**src/rtl/mem_access_unit.sv**
```systemverilog
// Memory-stage load/store unit: drives a word-organised data memory through a
// req/ready handshake, aligns store lanes, extends load data and stalls the pipeline.
module mem_access_unit #(
    parameter int data_bits = 32
) (
    input  logic                 clk,
    input  logic                 n_reset,
    input  logic                 mem_read_in,
    input  logic                 mem_write_in,
    input  logic [2:0]           funct3_in,
    input  logic [data_bits-1:0] address_in,
    input  logic [data_bits-1:0] store_data_in,
    output logic                 dmem_req,
    output logic                 dmem_we,
    output logic [data_bits-1:0] dmem_addr,
    output logic [3:0]           dmem_be,
    output logic [data_bits-1:0] dmem_wdata,
    input  logic [data_bits-1:0] dmem_rdata,
    input  logic                 dmem_ready,
    output logic                 stall_out,
    output logic [data_bits-1:0] load_data_out,
    output logic                 load_valid_out,
    output logic                 error_out
);

    typedef enum logic [1:0] {
        IDLE = 2'd0,
        BUSY = 2'd1,
        DONE = 2'd2
    } state_t;

    state_t      state_r;
    state_t      state_next_s;
    logic        is_load_s;
    logic        size_ok_s;
    logic        align_ok_s;
    logic        err_s;
    logic        access_s;
    logic [3:0]  be_s;
    logic [31:0] wdata_s;
    logic [2:0]  funct3_r;
    logic [1:0]  k_r;
    logic        is_load_r;

    // Selects the addressed byte/half lane of a read word and sign- or zero-extends it.
    function automatic logic [31:0] extend_load(input logic [31:0] word,
                                                input logic [2:0]  f3,
                                                input logic [1:0]  k);
        logic [7:0]  b;
        logic [15:0] h;
        logic [31:0] r;
        b = word[{k, 3'b000} +: 8];
        h = k[1] ? word[31:16] : word[15:0];
        case (f3)
            3'b000:  r = {{24{b[7]}}, b};
            3'b001:  r = {{16{h[15]}}, h};
            3'b100:  r = {24'd0, b};
            3'b101:  r = {16'd0, h};
            default: r = word;
        endcase
        return r;
    endfunction

    // Legality of the requested access; a store takes precedence over a load.
    always_comb begin
        is_load_s  = mem_read_in & ~mem_write_in;
        size_ok_s  = 1'b0;
        align_ok_s = 1'b1;
        case (funct3_in)
            3'b000, 3'b001, 3'b010: size_ok_s = 1'b1;
            3'b100, 3'b101:         size_ok_s = is_load_s;
            default:                size_ok_s = 1'b0;
        endcase
        case (funct3_in[1:0])
            2'b01:   align_ok_s = ~address_in[0];
            2'b10:   align_ok_s = (address_in[1:0] == 2'b00);
            default: align_ok_s = 1'b1;
        endcase
        if (mem_read_in | mem_write_in) begin
            err_s = ~(size_ok_s & align_ok_s);
        end else begin
            err_s = 1'b0;
        end
        access_s = (mem_read_in | mem_write_in) & ~err_s;
    end

    // Byte-enable and replicated write data for the addressed lane.
    always_comb begin
        be_s    = 4'b1111;
        wdata_s = store_data_in;
        case (funct3_in[1:0])
            2'b00: begin
                be_s    = 4'b0001 << address_in[1:0];
                wdata_s = {4{store_data_in[7:0]}};
            end
            2'b01: begin
                be_s    = address_in[1] ? 4'b1100 : 4'b0011;
                wdata_s = {2{store_data_in[15:0]}};
            end
            default: begin
                be_s    = 4'b1111;
                wdata_s = store_data_in;
            end
        endcase
    end

    // Stall is forced low while reset is asserted so an abandoned access releases the pipeline.
    always_comb begin
        if (!n_reset) begin
            stall_out = 1'b0;
        end else if (state_r == BUSY) begin
            stall_out = 1'b1;
        end else if (state_r == IDLE) begin
            stall_out = access_s;
        end else begin
            stall_out = 1'b0;
        end
    end

    assign error_out = err_s;

    // State register.
    always_ff @(posedge clk or negedge n_reset) begin
        if (!n_reset) begin
            state_r <= IDLE;
        end else begin
            state_r <= state_next_s;
        end
    end

    // Next-state logic; DONE never samples the inputs, so the same instruction cannot re-trigger.
    always_comb begin
        state_next_s = state_r;
        case (state_r)
            IDLE: begin
                if (access_s) begin
                    state_next_s = BUSY;
                end else begin
                    state_next_s = IDLE;
                end
            end
            BUSY: begin
                if (dmem_ready) begin
                    state_next_s = DONE;
                end else begin
                    state_next_s = BUSY;
                end
            end
            DONE:    state_next_s = IDLE;
            default: state_next_s = IDLE;
        endcase
    end

    // Registered memory request, load result and valid pulse.
    always_ff @(posedge clk or negedge n_reset) begin
        if (!n_reset) begin
            dmem_req       <= 1'b0;
            dmem_we        <= 1'b0;
            dmem_addr      <= '0;
            dmem_be        <= 4'b0000;
            dmem_wdata     <= '0;
            load_data_out  <= '0;
            load_valid_out <= 1'b0;
            funct3_r       <= 3'b000;
            k_r            <= 2'b00;
            is_load_r      <= 1'b0;
        end else begin
            load_valid_out <= 1'b0;
            case (state_r)
                IDLE: begin
                    if (access_s) begin
                        dmem_req   <= 1'b1;
                        dmem_we    <= mem_write_in;
                        dmem_addr  <= {address_in[data_bits-1:2], 2'b00};
                        dmem_be    <= be_s;
                        dmem_wdata <= wdata_s;
                        funct3_r   <= funct3_in;
                        k_r        <= address_in[1:0];
                        is_load_r  <= is_load_s;
                    end
                end
                BUSY: begin
                    if (dmem_ready) begin
                        dmem_req <= 1'b0;
                        if (is_load_r) begin
                            load_data_out  <= extend_load(dmem_rdata, funct3_r, k_r);
                            load_valid_out <= 1'b1;
                        end
                    end
                end
                default: ;
            endcase
        end
    end

endmodule

```
**config.mk**
```make
export PLATFORM = sky130hd
export DESIGN_NAME = mem_access_unit
export DESIGN_NICKNAME = d
export VERILOG_FILES = /design/src/rtl/mem_access_unit.sv
export SDC_FILE = /design/constraint.sdc
export NUM_CORES = 1
export LEC_CHECK = 0
export CAP_MARGIN = 0
export CORE_ASPECT_RATIO = 0.5
export CORE_MARGIN = 3
export CORE_UTILIZATION = 39
export DETAILED_ROUTE_END_ITERATION = 7
export PLACE_DENSITY = 0.73
export SLEW_MARGIN = 20
export SYNTH_ARGS = -nofsm -noshare
export SYNTH_HDL_FRONTEND = slang
export SYNTH_SLANG_ARGS = --single-unit
```
**constraint.sdc**
```tcl
create_clock -name clk -period 1.5 [get_ports clk]
set_input_delay 0.15 -clock clk [delete_from_list [all_inputs] [get_ports clk]]
set_output_delay 0.15 -clock clk [all_outputs]
set_load 0.05 [all_outputs]
```
After elaboration in Yosys (flattened, before gate mapping)

Index checks and enable logic that the tools add are counted.
W data, S select, Z words.

Bitwise logic cells: 8
Muxes and demuxes: 20
Reduce and logical (&&, ||, !) cells: 11
Shift-type cells: 2
Eq/ne operators: 12

Operators by type and width:

| operator              | count |
|---|---|
| $pmux W32 S4          | 1 |
| $pmux W32 S2          | 1 |
| $shiftx A32 B6 Y8     | 1 |
| $mux W16              | 1 |
| $eq A3 B3 Y1 const B  | 4 |
| $mux W1               | 10 |
| $pmux W4 S2           | 1 |
| $eq A3 B1 Y1 const B  | 2 |
| $logic_not A2 Y1      | 3 |
| $logic_not A3 Y1      | 2 |
| $pmux W1 S2           | 3 |
| $reduce_and A3 Y1     | 2 |
| $eq A2 B1 Y1 const B  | 2 |
| $mux W4               | 1 |
| $ne A2 B2 Y1 const B  | 2 |
| $not A1 Y1            | 4 |
| $pmux W2 S2           | 1 |
| $shl A1 B2 Y4 const A | 1 |
| $and A1 B1 Y1         | 3 |
| $eq A3 B2 Y1 const B  | 1 |
| $reduce_or A3 Y1      | 1 |
| $eq A2 B2 Y1 const B  | 1 |
| $mux W2               | 1 |
| $reduce_and A2 Y1     | 1 |
| 3 further kinds       | 3 |

Bits in registers: 109
Logic and storage cells: 64
Output and inout bits: 105
Input port bits: 104

Longest topological paths before layout

Word-level depth: 11
Depth in mapped cells: 9
Gate-level depth less buffers: 6

Worst setup path after synthesis

Ideal clock, no wire load.

Kind: input-to-output
Start: in funct3_in[1]
End: out stall_out
Data required time: 1.350 ns
Arrival: 2.355 ns
Cell stages on the path: 9
Buffers on the path: 3
Setup slack: -1.005 ns
Cells stage by stage: inv_1 ha_1 buf_2 nor2_4 o21ai_0 nand4_1 buf_4 buf_6 a21boi_0

Longest elaborated chain between the ends: 11
Elaborated cells between the ends (all ways): 19
Classes of those cells: 6 x eq/ne; 6 x mux; 4 x bitwise; 3 x reduce/logical

Ends and longest elaborated chain:

| item                                                 | line | text |
|---|---|---|
| from (decl)                                          | 10   | `input logic [2:0] funct3_in,` |
| $eq A3 B1 Y1 (tied with other cells)                 | 69   | `case (funct3_in)` |
| $reduce_or A3 Y1 or $reduce_or A2 Y1 (tied branches) | 69   |  |
| $pmux W1 S2                                          | 69   |  |
| $and A1 B1 Y1 (*)                                    | 80   | `err_s = ~(size_ok_s & align_ok_s);` |
| $not A1 Y1 (*)                                       | 80   |  |
| $mux W1 (*)                                          | 79   | `if (mem_read_in \| mem_write_in) begin` |
| $not A1 Y1 (*)                                       | 84   | `access_s = (mem_read_in \| mem_write_in) & ~err_s;` |
| $and A1 B1 Y1 (*)                                    | 84   |  |
| $mux W1 (*)                                          | 113  | `end else if (state_r == IDLE) begin` |
| $mux W1 (*)                                          | 111  | `end else if (state_r == BUSY) begin` |
| $mux W1 (*)                                          | 109  | `if (!n_reset) begin` |
| to (decl)                                            | 20   | `output logic stall_out,` |

Mark *: on every way between the ends. The rest lies on a longest branch, timed or not.

Worst setup path in the final report

Start: reg state_r[0]
End: out stall_out

Longest elaborated chain between the ends: 4
Elaborated cells between the ends (all ways): 5
Classes of those cells: 1 x eq/ne; 3 x mux; 1 x reduce/logical

Ends and longest elaborated chain:

| item                   | line | text |
|---|---|---|
| from (decl)            | 32   | `state_t state_r;` |
| from (signal assigned) | 127  | `state_r <= state_next_s;` |
| $logic_not A2 Y1       | 113  |  |
| $mux W1                | 113  |  |
| $mux W1 (*)            | 111  |  |
| $mux W1 (*)            | 109  |  |

Marks and branches as above.

==> metrics <==
sw power ~8.7 mW; Comb power frac 0.586; register area approximately 0.0027 sq mm; largest area contributor in the synthesized netlist dfrtp_1; routed vias/inst 5.09; drt total wl 15600 microns; layout cells sized above 1 0.479; internal cell power around 9.6 mW; final instance area 0.00857 sq mm; WS Path Type register to output pin; Starting DRT DRC Count around 270; switching share of power 0.475; CTS tree built; Max Cap Violations 0; fillers around 980; RSZ-0062 raised after global routing yes; multi-input logic area ~0.0026 sq mm; final setup fails just over 100; Synth top area share 0.525; CP Max Fanout 2; fmax around 580 MHz; status complete, but fails checks; wire per inst 17.9 microns; drt first pass iters 4; worst hold slack approximately 0.18 ns; dpl cells ~840; clk root buf clkbuf_16; clk slew on worst S/H paths about 0.070 ns; Area contributors post-synth dfrtp_1 52%, mux2_2 11%, mux2_4 10%; headroom to the max-slew limit 0.604; Leakage between 3 and 4 nW; Cell Pwr Density between 2000 and 2500 mW/mm^2; Worst Setup End Kind output pin; Total GRT Usage 0.203; min Tclk post-route approximately 1.7 ns; vias in the first global route 4546; Skew-Pair Late Insertion Delay around 0.35 ns; Port Buffer Count 206; syn avg cell area about 12 sq um; post-synthesis sequential area ratio 0.525; largest net degree at the start of global routing 110; Max VDD drop 1.15 mV; Hold Fails Final Rpt 0; die height roughly 90 microns; Total Nets Final roughly 800; Finished Layout Cells between 800 and 900; Clock Tree Buf Depth 2; antenna violations before repair 1; chip width 169 microns; total clock sinks 109; Placer Congestion 0.782; row count 29; Ys Warns 0; Clk pwr share 0.135; CTS buffer count 9; CP required about 1.4 ns; DRC Markers 0; Starting Density 0.405; Async SR Flop Fraction 1.00; Startpoint Class register; Cell variety after synth 37; grt ovf 0; placed cell area a little under 0.008 sq mm; failing checks negative setup slack; Routed Antenna Nets 0; HPWL Detailed 11100 microns; boundary pin count between 200 and 250; fin. max-slew vios 0; core region area 0.0128 sq mm; cell area after synthesis slightly above 0.005 sq mm; Worst EP arrival about 1.6 ns; area grow syn2layout 64.8%; Setup WS pre-CTS -0.700 ns; CTS H-tree lvls 3; via count 4439; first-pass GRT wire length between 20000 and 25000 microns; die area about 0.015 sq mm; worst clock skew approximately 0.0086 ns; Final period util 1.15; Reg power frac 0.279; flops & latches, synth between 100 and 150; Mapped Cells ~440; HP Class input pin to register; Primary FF master, synth dfrtp_1; final setup margin -0.220 ns; worst-margin pin slew about 0.6 ns; number of enable flip-flop cells after synthesis 0
[cell usage after synthesis (3+ instances only)]
library cell / number
buf_4: 4
buf_2: 7
a21oi_1: 16
a22o_1: 8
mux2_2: 51
nand2_1: 59
nor2b_1: 3
a22oi_1: 16
mux2i_1: 4
ha_1: 3
nor2_1: 27
inv_1: 8
a311oi_1: 7
buf_1: 5
o22ai_1: 4
dfrtp_1: 109
buf_6: 4
mux2_4: 35
nand2b_1: 4
nor3b_1: 7
o21a_1: 7
clkbuf_1: 10
o21ai_0: 14
o31ai_1: 8
[power by group through the flow]
stage	sequential [mW]	clock, mW	combinational, mW
6_report	5.09	2.47	10.7
2_1_floorplan	9.32	0	2.48
3_5_place_dp	5.10	0	10.2
4_1_cts	5.07	2.52	10.5
3_3_place_gp	5.07	0	10.0
5_1_grt	5.27	2.64	11.2
[critical path: stages (launching register included)]
cell      delay, ns
dfrtp_1        0.40
nor3_2         0.20
nand4_1        0.16
buf_6          0.16
a21boi_4       0.14
buf_12         0.15
[repair_timing]
item / CTS / global route
hold endpoints to repair: 109 / 0
cloned: 2 / 5
endpoints found under the setup margin: 104 / 107
pin swaps: 16 / 7
setup buffers: 8 / 4
resized for setup: 49 / 35
hold buffers: 1 / 0
[cell type report]
| cell class | instances | share of cell area |
|---|---|---|
| clock buffers | 11 | 0.0295 |
| inverters | 9 | 0.00788 |
| repair buffers | 280 | 0.312 |
| flip-flops and latches | 109 | 0.318 |
| clock inverters | 4 | 0.00642 |
| diodes | 1 | 0.000292 |
| well taps | 170 | 0.0248 |
| multi-input cells | 288 | 0.301 |
[cell usage in the layout (no fill, tap or decap), types with 5 or more instances in the layout]
cell	instances
nor2_1	24
buf_4	148
a311oi_1	7
a22oi_2	8
a22oi_1	8
nor3b_1	7
o21a_1	7
mux2_4	37
a22o_1	8
clkbuf_16	14
buf_6	8
nand2_1	57
o21ai_0	12
dfrtp_1	109
a21oi_2	16
inv_1	5
clkdlybuf4s50_1	98
buf_12	12
mux2_2	49
[cell families (layout without fill, tap and decap cells)]
logic type / Yosys count / in the layout / share of synthesized area
flip-flops: 109 / 109 / 0.525
AND/OR/NAND/NOR: 105 / 105 / 0.0878
multiplexers: 91 / 91 / 0.224
AO/OA/AOI/OAI: 87 / 87 / 0.118
buffers and inverters: 39 / 304 / 0.0385
adder cells (fa/ha/maj): 3 / 3 / 0.00722
other: 1 / 3 / 0.000721
[per-stage QoR]
| stage | utilization | power [mW] | setup TNS [ns] |
|---|---|---|---|
| detailed placement | 0.602 | 15.3 | -56.12 |
| CTS | 0.645 | 18.1 | -8.49 |
| global route | 0.667 | 19.1 | -21.58 |
| global placement | 0.602 | 15.1 | -53.79 |
| floorplan | - | 11.8 | -1.70 |
| finish | 0.667 | 18.3 | -13.02 |
[flip-flops by register name, indices dropped and copies added (netlist names)]
signal,count
dmem_wdata,32
load_data_out,32
dmem_addr,30
dmem_be,4
funct3_r,3
k_r,2
state_r,2
dmem_req,1
dmem_we,1
is_load_r,1
load_valid_out,1
[path summary, 6_finish.rpt]
check / from / to / slack, ns / cells after the start
worst max-delay path: state_r[0]$_DFF_PN0_ / stall_out / -0.22 / 5
worst min-delay path: funct3_in[2] / funct3_r[2]$_DFFE_PN0P_ / 0.18 / 2
worst max register to register: state_r[0]$_DFF_PN0_ / dmem_addr[2]$_DFFE_PN0P_ / -0.17 / 6
worst min register to register: load_data_out[4]$_DFFE_PN0P_ / load_data_out[4]$_DFFE_PN0P_ / 0.50 / 2
max in group asynchronous: n_reset / dmem_addr[6]$_DFFE_PN0P_ / 0.58 / 3
min in group asynchronous: n_reset / load_data_out[20]$_DFFE_PN0P_ / 0.45 / 3
[layer usage]
layer  global-route usage  wire [microns]
met5                    0               0
met4               0.0571             255
met2                0.354            7800
met1                0.258            6820
met3               0.0500             752
Note: power is estimated with default switching activity, not from simulation.
